$ cat config.mk
export PLATFORM = sky130hd
export DESIGN_NAME = phyretrain_sb_ctrl
export DESIGN_NICKNAME = d
export VERILOG_FILES = /design/src/rtl/phyretrain_sb_ctrl.sv
export SDC_FILE = /design/constraint.sdc
export NUM_CORES = 1
export LEC_CHECK = 0
export BUFFER_PORTS_ARGS = -buffer_cell sky130_fd_sc_hd__buf_2
export CORE_ASPECT_RATIO = 1.2
export CORE_UTILIZATION = 45
export DETAILED_ROUTE_END_ITERATION = 16
export HOLD_SLACK_MARGIN = 0.02
export PLACE_DENSITY = 0.71
export SLEW_MARGIN = 20
export SYNTH_ARGS = -nofsm -noshare
export SYNTH_HDL_FRONTEND = slang
export SYNTH_SLANG_ARGS = --single-unit
$ cat constraint.sdc
create_clock -name i_clk -period 2.4 [get_ports i_clk]
set_input_delay 0.48 -clock i_clk [delete_from_list [all_inputs] [get_ports i_clk]]
set_output_delay 0.48 -clock i_clk [all_outputs]
set_load 0.05 [all_outputs]
$ cat src/rtl/phyretrain_sb_ctrl.sv
// PHYRETRAIN substate sequencer: enables TX/RX sub-FSMs, round-robin shares the SB port, tracks done/timeout.
// Optional PHYRETRAIN_SB_STATS_EN adds saturating per-requester sent-message counters.
module phyretrain_sb_ctrl #(
    parameter int unsigned SB_MSG_WIDTH   = 4,
    parameter int unsigned TIMEOUT_CYCLES = 8000,
    parameter int unsigned CNT_W          = 24
) (
    input  logic                    i_clk,
    input  logic                    i_rst_n,
    input  logic                    i_phyretrain_en,
    input  logic                    i_tx_valid,
    input  logic [SB_MSG_WIDTH-1:0] i_tx_msg,
    input  logic [2:0]              i_tx_info,
    input  logic                    i_tx_end,
    input  logic                    i_rx_valid,
    input  logic [SB_MSG_WIDTH-1:0] i_rx_msg,
    input  logic [2:0]              i_rx_info,
    input  logic                    i_rx_end,
    input  logic                    i_sb_busy,
    output logic                    o_sub_en,
    output logic                    o_sb_valid,
    output logic [SB_MSG_WIDTH-1:0] o_sb_msg,
    output logic [2:0]              o_sb_info,
    output logic                    o_tx_sent,
    output logic                    o_rx_sent,
    output logic                    o_phyretrain_done,
    output logic                    o_timeout_err
`ifdef PHYRETRAIN_SB_STATS_EN
    ,
    output logic [7:0]              o_tx_msg_cnt,
    output logic [7:0]              o_rx_msg_cnt
`endif
);

    typedef enum logic [1:0] {ST_IDLE, ST_ACTIVE, ST_DONE, ST_ERROR} top_state_e;
    typedef enum logic [1:0] {ARB_IDLE, ARB_WAIT_HI, ARB_WAIT_LO, ARB_COOL} arb_state_e;
    typedef enum logic {GRANT_TX, GRANT_RX} grant_e;

    localparam logic [CNT_W-1:0] CNT_LAST = CNT_W'(TIMEOUT_CYCLES - 1);

    top_state_e              state_q, state_d;
    logic [CNT_W-1:0]        cnt_q, cnt_d;
    logic                    tx_end_q, tx_end_d;
    logic                    rx_end_q, rx_end_d;

    arb_state_e              arb_q, arb_d;
    grant_e                  last_q, last_d;
    logic                    valid_q, valid_d;
    logic [SB_MSG_WIDTH-1:0] msg_q, msg_d;
    logic [2:0]              info_q, info_d;
    logic                    tx_sent_q, tx_sent_d;
    logic                    rx_sent_q, rx_sent_d;
    logic                    busy_q;
    logic                    arb_run;
    logic                    pick_tx, pick_rx;

    always_ff @(posedge i_clk or negedge i_rst_n) begin
        if (!i_rst_n) begin
            state_q   <= ST_IDLE;
            cnt_q     <= '0;
            tx_end_q  <= 1'b0;
            rx_end_q  <= 1'b0;
            arb_q     <= ARB_IDLE;
            last_q    <= GRANT_RX;
            valid_q   <= 1'b0;
            msg_q     <= '0;
            info_q    <= '0;
            tx_sent_q <= 1'b0;
            rx_sent_q <= 1'b0;
            busy_q    <= 1'b0;
        end else begin
            state_q   <= state_d;
            cnt_q     <= cnt_d;
            tx_end_q  <= tx_end_d;
            rx_end_q  <= rx_end_d;
            arb_q     <= arb_d;
            last_q    <= last_d;
            valid_q   <= valid_d;
            msg_q     <= msg_d;
            info_q    <= info_d;
            tx_sent_q <= tx_sent_d;
            rx_sent_q <= rx_sent_d;
            busy_q    <= i_sb_busy;
        end
    end

    // Done is judged on the latched flags, so it takes priority over a coincident timeout.
    always_comb begin
        state_d  = state_q;
        cnt_d    = cnt_q;
        tx_end_d = tx_end_q;
        rx_end_d = rx_end_q;
        if (!i_phyretrain_en) begin
            state_d  = ST_IDLE;
            cnt_d    = '0;
            tx_end_d = 1'b0;
            rx_end_d = 1'b0;
        end else begin
            case (state_q)
                ST_IDLE:   state_d = ST_ACTIVE;
                ST_ACTIVE: begin
                    cnt_d    = cnt_q + CNT_W'(1);
                    tx_end_d = tx_end_q | i_tx_end;
                    rx_end_d = rx_end_q | i_rx_end;
                    if (tx_end_q && rx_end_q) begin
                        state_d = ST_DONE;
                    end else if (cnt_q == CNT_LAST) begin
                        state_d = ST_ERROR;
                    end
                end
                default:   state_d = state_q;
            endcase
        end
    end

    assign arb_run = i_phyretrain_en && ((state_q == ST_ACTIVE) || (state_q == ST_DONE));
    assign pick_tx = i_tx_valid && (!i_rx_valid || (last_q == GRANT_RX));
    assign pick_rx = i_rx_valid && (!i_tx_valid || (last_q == GRANT_TX));

    always_comb begin
        arb_d     = arb_q;
        last_d    = last_q;
        valid_d   = valid_q;
        msg_d     = msg_q;
        info_d    = info_q;
        tx_sent_d = 1'b0;
        rx_sent_d = 1'b0;
        if (!arb_run) begin
            arb_d   = ARB_IDLE;
            valid_d = 1'b0;
        end else begin
            case (arb_q)
                ARB_IDLE: begin
                    if (pick_tx) begin
                        msg_d   = i_tx_msg;
                        info_d  = i_tx_info;
                        valid_d = 1'b1;
                        last_d  = GRANT_TX;
                        arb_d   = ARB_WAIT_HI;
                    end else if (pick_rx) begin
                        msg_d   = i_rx_msg;
                        info_d  = i_rx_info;
                        valid_d = 1'b1;
                        last_d  = GRANT_RX;
                        arb_d   = ARB_WAIT_HI;
                    end
                end
                ARB_WAIT_HI: begin
                    if (i_sb_busy) arb_d = ARB_WAIT_LO;
                end
                ARB_WAIT_LO: begin
                    if (busy_q && !i_sb_busy) begin
                        valid_d   = 1'b0;
                        tx_sent_d = (last_q == GRANT_TX);
                        rx_sent_d = (last_q == GRANT_RX);
                        arb_d     = ARB_COOL;
                    end
                end
                default: arb_d = ARB_IDLE;
            endcase
        end
    end

    assign o_sub_en          = (state_q == ST_ACTIVE) || (state_q == ST_DONE);
    assign o_phyretrain_done = (state_q == ST_DONE);
    assign o_timeout_err     = (state_q == ST_ERROR);
    assign o_sb_valid        = valid_q;
    assign o_sb_msg          = msg_q;
    assign o_sb_info         = info_q;
    assign o_tx_sent         = tx_sent_q;
    assign o_rx_sent         = rx_sent_q;

`ifdef PHYRETRAIN_SB_STATS_EN
    logic [7:0] tx_cnt_q, rx_cnt_q;

    always_ff @(posedge i_clk or negedge i_rst_n) begin
        if (!i_rst_n) begin
            tx_cnt_q <= '0;
            rx_cnt_q <= '0;
        end else if (!i_phyretrain_en) begin
            tx_cnt_q <= '0;
            rx_cnt_q <= '0;
        end else begin
            if (tx_sent_q && (tx_cnt_q != '1)) tx_cnt_q <= tx_cnt_q + 8'd1;
            if (rx_sent_q && (rx_cnt_q != '1)) rx_cnt_q <= rx_cnt_q + 8'd1;
        end
    end

    assign o_tx_msg_cnt = tx_cnt_q;
    assign o_rx_msg_cnt = rx_cnt_q;
`endif

endmodule

==> results of run 1 <==
-- sequential cells by signal, summed over array words and instances (netlist names), 2 cells and up --
| name | flops |
|---|---|
| cnt_q | 24 |
| o_sb_msg | 4 |
| o_sb_info | 3 |
| arb_q | 2 |
| state_q | 2 |
-- area by class of cell --
cell class,count,area share
clock buffer,6,0.0334
clock inverter,2,0.00507
inverter,11,0.0167
multi-input combinational,160,0.408
sequential,42,0.426
tap,58,0.0294
timing repair buffer,38,0.0811
-- kinds of logic (layout without fill, tap and decap cells) --
group	Yosys count	in the layout
and+or+nand+nor	85	85
AOI/OAI and AO/OA	49	49
adders and majority gates	7	7
buffers and inverters	18	57
muxes	9	9
xor gates and xnor gates	10	10
DFF	42	42
-- layout by cell type (no fill, tap or decap), drive strengths merged --
| master | Yosys | layout |
|---|---|---|
| inv | 10 | 10 |
| a31oi | 2 | 2 |
| clkinvlp | 0 | 1 |
| buf | 4 | 38 |
| o31ai | 7 | 7 |
| nand3 | 7 | 7 |
| o311ai | 1 | 1 |
| dfstp | 1 | 1 |
| dfrtp | 41 | 41 |
| and4 | 3 | 3 |
| nor4 | 5 | 5 |
| xor2 | 3 | 3 |
| a221oi | 1 | 1 |
| nand2b | 1 | 1 |
| and3b | 1 | 1 |
| o21ai | 18 | 18 |
| a21oi | 19 | 19 |
| nor2b | 1 | 1 |
| clkinv | 1 | 2 |
| or4 | 7 | 7 |
| nand4 | 9 | 9 |
| nand3b | 1 | 1 |
| ha | 7 | 7 |
| nor2 | 17 | 17 |
| nor3 | 7 | 7 |
| or2 | 2 | 2 |
| xnor2 | 7 | 7 |
| clkbuf | 3 | 6 |
| a41o | 1 | 1 |
| mux2i | 9 | 9 |
| nand2 | 16 | 16 |
| or3 | 8 | 8 |
-- layer usage --
layer,global-route usage,share of wire,vias up,routed length (um)
met4,0.0689,0.011,0,45
met1,0.221,0.47,848,1960
li1,-,-,872,-
met3,0.0338,0.025,4,103
met5,0,0,-,0
met2,0.296,0.49,24,2040
-- how the worst max path moves through the flow --
stage	start	end	slack, ns	cells after the start
after global placement	state_q[1]	cnt_q[21]	0.41	6
after global routing	state_q[1]	cnt_q[19]	0.14	6
final	state_q[1]	cnt_q[19]	0.32	6
after floorplan	state_q[1]	cnt_q[19]	0.49	7
after CTS	state_q[1]	cnt_q[19]	0.34	6
after detailed placement	state_q[1]	cnt_q[19]	0.34	6
-- report_power, final --
group / internal (mW) / switching (mW)
sequential: 0.765 / 0.0391
combinational: 0.0938 / 0.238
clock: 0.231 / 0.239
total: 1.09 / 0.516
-- worst max-delay path, delay by kind of cell (launching register included) --
family | cells | cell delay, ns
and+or+nand+nor | 3 | 1.10
AOI/OAI and AO/OA | 1 | 0.15
DFF | 1 | 0.43
adders and majority gates | 1 | 0.22
buffers and inverters | 1 | 0.10
==> summary.txt, run 1 <==
Clock network
  • Clock root cell: clkbuf_8
  • CTS Sinks: 42
  • CTS resizes: 0
  • TritonCTS clock tree: built
  • Worst skew pair latency: 0.29 ns
  • Bufs on Longest Clock Path: 2
  • Post-CTS Setup Inserts: 0
  • TritonCTS Buffers: 5
  • Clock slew at reported path FFs: 0.08 ns
  • Hold_buf cts: 0
  • Htree depth: 2

Global routing
  • Largest net degree at the start of global routing: 20
  • GRT Resource Usage Total: 0.177
  • Initial antenna violation count: 0
  • First-pass GRT wire length: 6960 um
  • Vias in the first global route: 1590
  • Remaining Overflow, GRT: 0

Logic synthesis
  • Post-Syn Instances: 220
  • Syn Area/Cell: 9.68 um^2
  • Count leader, synth: dfrtp_1
  • Main combinational cell family by area after synthesis: simple AND/OR/NAND/NOR gates
  • Net Count, Synth: 249
  • Unique masters post-synth: 34
  • Top cells by area, synth: dfrtp_1 (48%), a21oi_1 (4.5%), mux2i_1 (4.2%)
  • Syn. warnings: 0
  • Post-Synth XOR/XNOR Area: 0.0411
  • Synth top cells by count: dfrtp_1 (41), a21oi_1 (19), nor2_1 (17), o21ai_0 (17), nand2_1 (16)
  • Post-synth top area share: 0.482
  • Post-synthesis mux area share: 0.0423
  • Ys flop type: dfrtp_1
  • Synth Register Bits: 42
  • Sequential fraction of the synthesis area: 0.494
  • FFs w/ async S/R, synth: 1.00
  • Simple-Gate Fraction of Synth Area: 0.217
  • Mapped Area: 2130 um^2
  • Largest area contributor in the netlist: dfrtp_1
  • Synth Area in Compound Gates: 0.132
  • EDFF count, synth: 0
  • Synth Area in Adders: 0.0411

Status
  • Status: complete, no violations

STA
  • Hold slack final: 0.109 ns
  • Fin worst setup slack: 0.318 ns
  • Final setup vio count: 0
  • Least-Margin Pin Slew: 0.731 ns
  • Fin. Hold Viols: 0
  • Tcrit/Tclk final: 0.867
  • Fmax: 480 MHz
  • Slew Viols, Final: 0
  • Final Skew: 0.0109 ns
  • RSZ-0062 raised after global routing: false
  • Slew headroom: 0.509
  • Final TNS setup: 0 ns
  • Fin crit period: 2.08 ns

Place
  • Placed instance area: 2370 um^2
  • Placed Instances: 309
  • I/O Buffers: 34
  • Gpl congestion: 0.766
  • Dpl ws: 0.337 ns
  • Post-detailed-placement half-perimeter wirelength: 3070 um

Die
  • Die area: 5010 um^2
  • Die X: 64.8 um
  • Rows: 27
  • Die Ht: 77.4 um
  • Core footprint: 4560 um^2
  • Ports: 35
  • Initial core utilization: 0.467

Layout
  • Design area: 2470 um^2
  • Final Instance Count excl. Fillers: 317
  • Fin util: 0.542
  • Filler cells: 422
  • Area occupied by multi-input gates: 1010 um^2
  • Fraction of layout cells with a size suffix above 1: 0.193
  • Area grow syn2layout: 16.0%
  • Antenna Cells: 0
  • Fin nets: 287
  • Reg area: 1050 um^2

Setup path
  • Worst Path Class, Setup: reg -> reg
  • CP Launch Type: register
  • Register-to-Register Path Depth: 6
  • Worst path arrival time: 2.31 ns
  • Worst reg2reg setup slack: 0.32 ns
  • CP max stage delay: 0.52 ns
  • R2R Path Start: state_q[1]
  • Reg-to-reg endpoint: cnt_q[19]
  • Worst path cell trace: inv_1 > ha_1 > nand3_2 > or3_1 > or4_1 > a21oi_1
  • Slowest stage cell, crit path: or3_1
  • Worst Setup End Kind: register
  • CP max FO: 10
  • Req. time, crit path: 2.62 ns

Power and ir drop
  • Peak VDD IR: 0.368 mV
  • Tot Pwr: 1.61 mW
  • Leak: 1.09 nW
  • Pwr per Cell Area: 650 nW/um^2

Drt
  • Detailed Route WL: 4140 um
  • Initial drt markers: 55
  • ANT nets after route: 0
  • Via density per instance: 5.51
  • Avg WL per Cell: 13.1 um
  • DRC: 0
  • Via count: 1748
  • First-pass detailed-route iteration total: 4

Run
  • Max-cap violations: 0

Hold path
  • Hold Crit Class: in -> async
Note: power is estimated with default switching activity, not from simulation.
==> inputs of run 2 (changes only) <==
- CTS_CLUSTER_DIAMETER: not set -> 120
- clock period: 2.4 -> 2.6 ns (I/O delays scaled with it)
==> run 2 against run 1 <==
  * Non-clock buffer count shrank 1
  * Worst setup slack gained 0.18 ns
  * Die area is the same
  * Final area shrank 0.81%
  * Sequential share of layout area grew 0.35 points
  * Worst hold slack gained 0.071 ns
  * Clock-buffer cell count is the same
  * Final cell count shrank 0.32%
  * Maximum frequency shrank 0.99%
  * Global-route usage grew 0.58 points
  * Critical path type unchanged
  * Largest cell class unchanged
  * Largest power group unchanged
  * Highest routed layer unchanged
==> summary.txt, run 2 (synthesis gave the netlist of run 1 again) <==
Layout
  • Most common cell after layout, fill and taps aside: dfrtp_1
  • Fin nets: 286
  • Most frequent cells in the layout: dfrtp_1 (41), buf_2 (34), a21oi_1 (19)
  • Max reg flops: 24
  • Register bank with the most flops: cnt_q
  • Design area: 2450 um^2
  • Area grow syn2layout: 15.0%
  • Antenna Cells: 0
  • Fraction of layout cells with a size suffix above 1: 0.186
  • Final Instance Count excl. Fillers: 316

Clock network
  • Htree depth: 2
  • Worst skew pair latency: 0.30 ns
  • TritonCTS clock tree: built
  • Bufs on Longest Clock Path: 2
  • Clock root cell: clkbuf_8
  • Hold_buf cts: 0
  • CTS Sinks: 42
  • Clock slew at reported path FFs: 0.08 ns
  • CTS resizes: 0
  • Post-CTS Setup Inserts: 0
  • TritonCTS Buffers: 5

Setup path
  • Worst Path Class, Setup: reg -> reg
  • Worst Setup End Kind: register
  • Worst path arrival time: 2.30 ns
  • Req. time, crit path: 2.80 ns
  • Crit path from: state_q[1]
  • CP max FO: 10
  • R2R Path Start: state_q[1]
  • CP Launch Type: register

Power and ir drop
  • Peak VDD IR: 0.347 mV
  • Leak: 1.09 nW
  • Pwr per Cell Area: 592 nW/um^2
  • Tot Pwr: 1.45 mW

STA
  • Final setup vio count: 0
  • Fin crit period: 2.10 ns
  • Least-Margin Pin Slew: 0.707 ns
  • Slew Viols, Final: 0
  • Hold slack final: 0.179 ns
  • Fin. Hold Viols: 0
  • RSZ-0062 raised after global routing: false
  • Slew headroom: 0.525
  • Final Skew: 0.00761 ns
  • Tcrit/Tclk final: 0.809
  • Final TNS setup: 0 ns
  • Fmax: 476 MHz

Die
  • Ports: 35
  • Initial core utilization: 0.467
  • Core footprint: 4560 um^2
  • Die Ht: 77.4 um
  • Rows: 27
  • Die area: 5010 um^2
  • Die X: 64.8 um

Global routing
  • First-pass GRT wire length: 7170 um
  • Initial antenna violation count: 0
  • Largest net degree at the start of global routing: 27
  • Remaining Overflow, GRT: 0
  • Vias in the first global route: 1667
  • GRT Resource Usage Total: 0.182

Drt
  • DRC: 0
  • Detailed Route WL: 4090 um
  • Via density per instance: 5.50
  • ANT nets after route: 0
  • Initial drt markers: 55
  • Via count: 1739
  • First-pass detailed-route iteration total: 4
  • Avg WL per Cell: 12.9 um

Run
  • Max-cap violations: 0

Status
  • Status: complete, no violations

Place
  • Gpl congestion: 0.777
  • Post-detailed-placement half-perimeter wirelength: 3040 um
  • Placed instance area: 2370 um^2
  • Placed Instances: 308
  • I/O Buffers: 34

Hold path
  • Hold Crit Class: in -> async
-- run 2: critical path, cell delays in order, from the launching register on --
cell,delay (ns)
dfrtp_1,0.43
inv_1,0.11
ha_1,0.23
nand3_2,0.14
or3_1,0.52
or4_1,0.43
a21oi_1,0.15
-- run 2: per-layer routing --
layer	vias up	wire [um]	track usage
met2	26	2000	0.298
met1	828	1900	0.232
met4	0	71	0.0778
met5	-	0	0
met3	7	124	0.0368
li1	878	-	-
-- run 2: final timing paths --
path / end / slack [ns] / cells after the start
setup / recovery: cnt_q[19] / 0.50 / 6
hold / removal: o_sb_msg[2] / 0.18 / 1
setup reg to reg: cnt_q[19] / 0.50 / 6
hold reg to reg: o_sb_info[0] / 0.48 / 2
max in group asynchronous: last_q / 1.72 / 2
min in group i_clk: busy_q / 0.36 / 1
-- run 2: cell type report --
cell class,instances,area [um^2]
timing repair buffer,37,193
fill,423,2110
sequential,42,1050
multi-input combinational,160,1010
inverter,11,41.3
tap,58,72.6
clock buffer,6,72.6
clock inverter,2,10.0
-- run 2: where the power goes --
part	total [mW]	switching [mW]	internal [mW]
combinational	0.305	0.219	0.0860
clock	0.403	0.217	0.186
sequential	0.742	0.0361	0.706
-- run 2: stage by stage --
stage          utilization  setup WS [ns]
5_1_grt              0.537          0.338
6_report             0.537          0.497
4_1_cts              0.537          0.512
3_3_place_gp         0.519          0.591
2_1_floorplan            -          0.691
3_5_place_dp         0.519          0.518
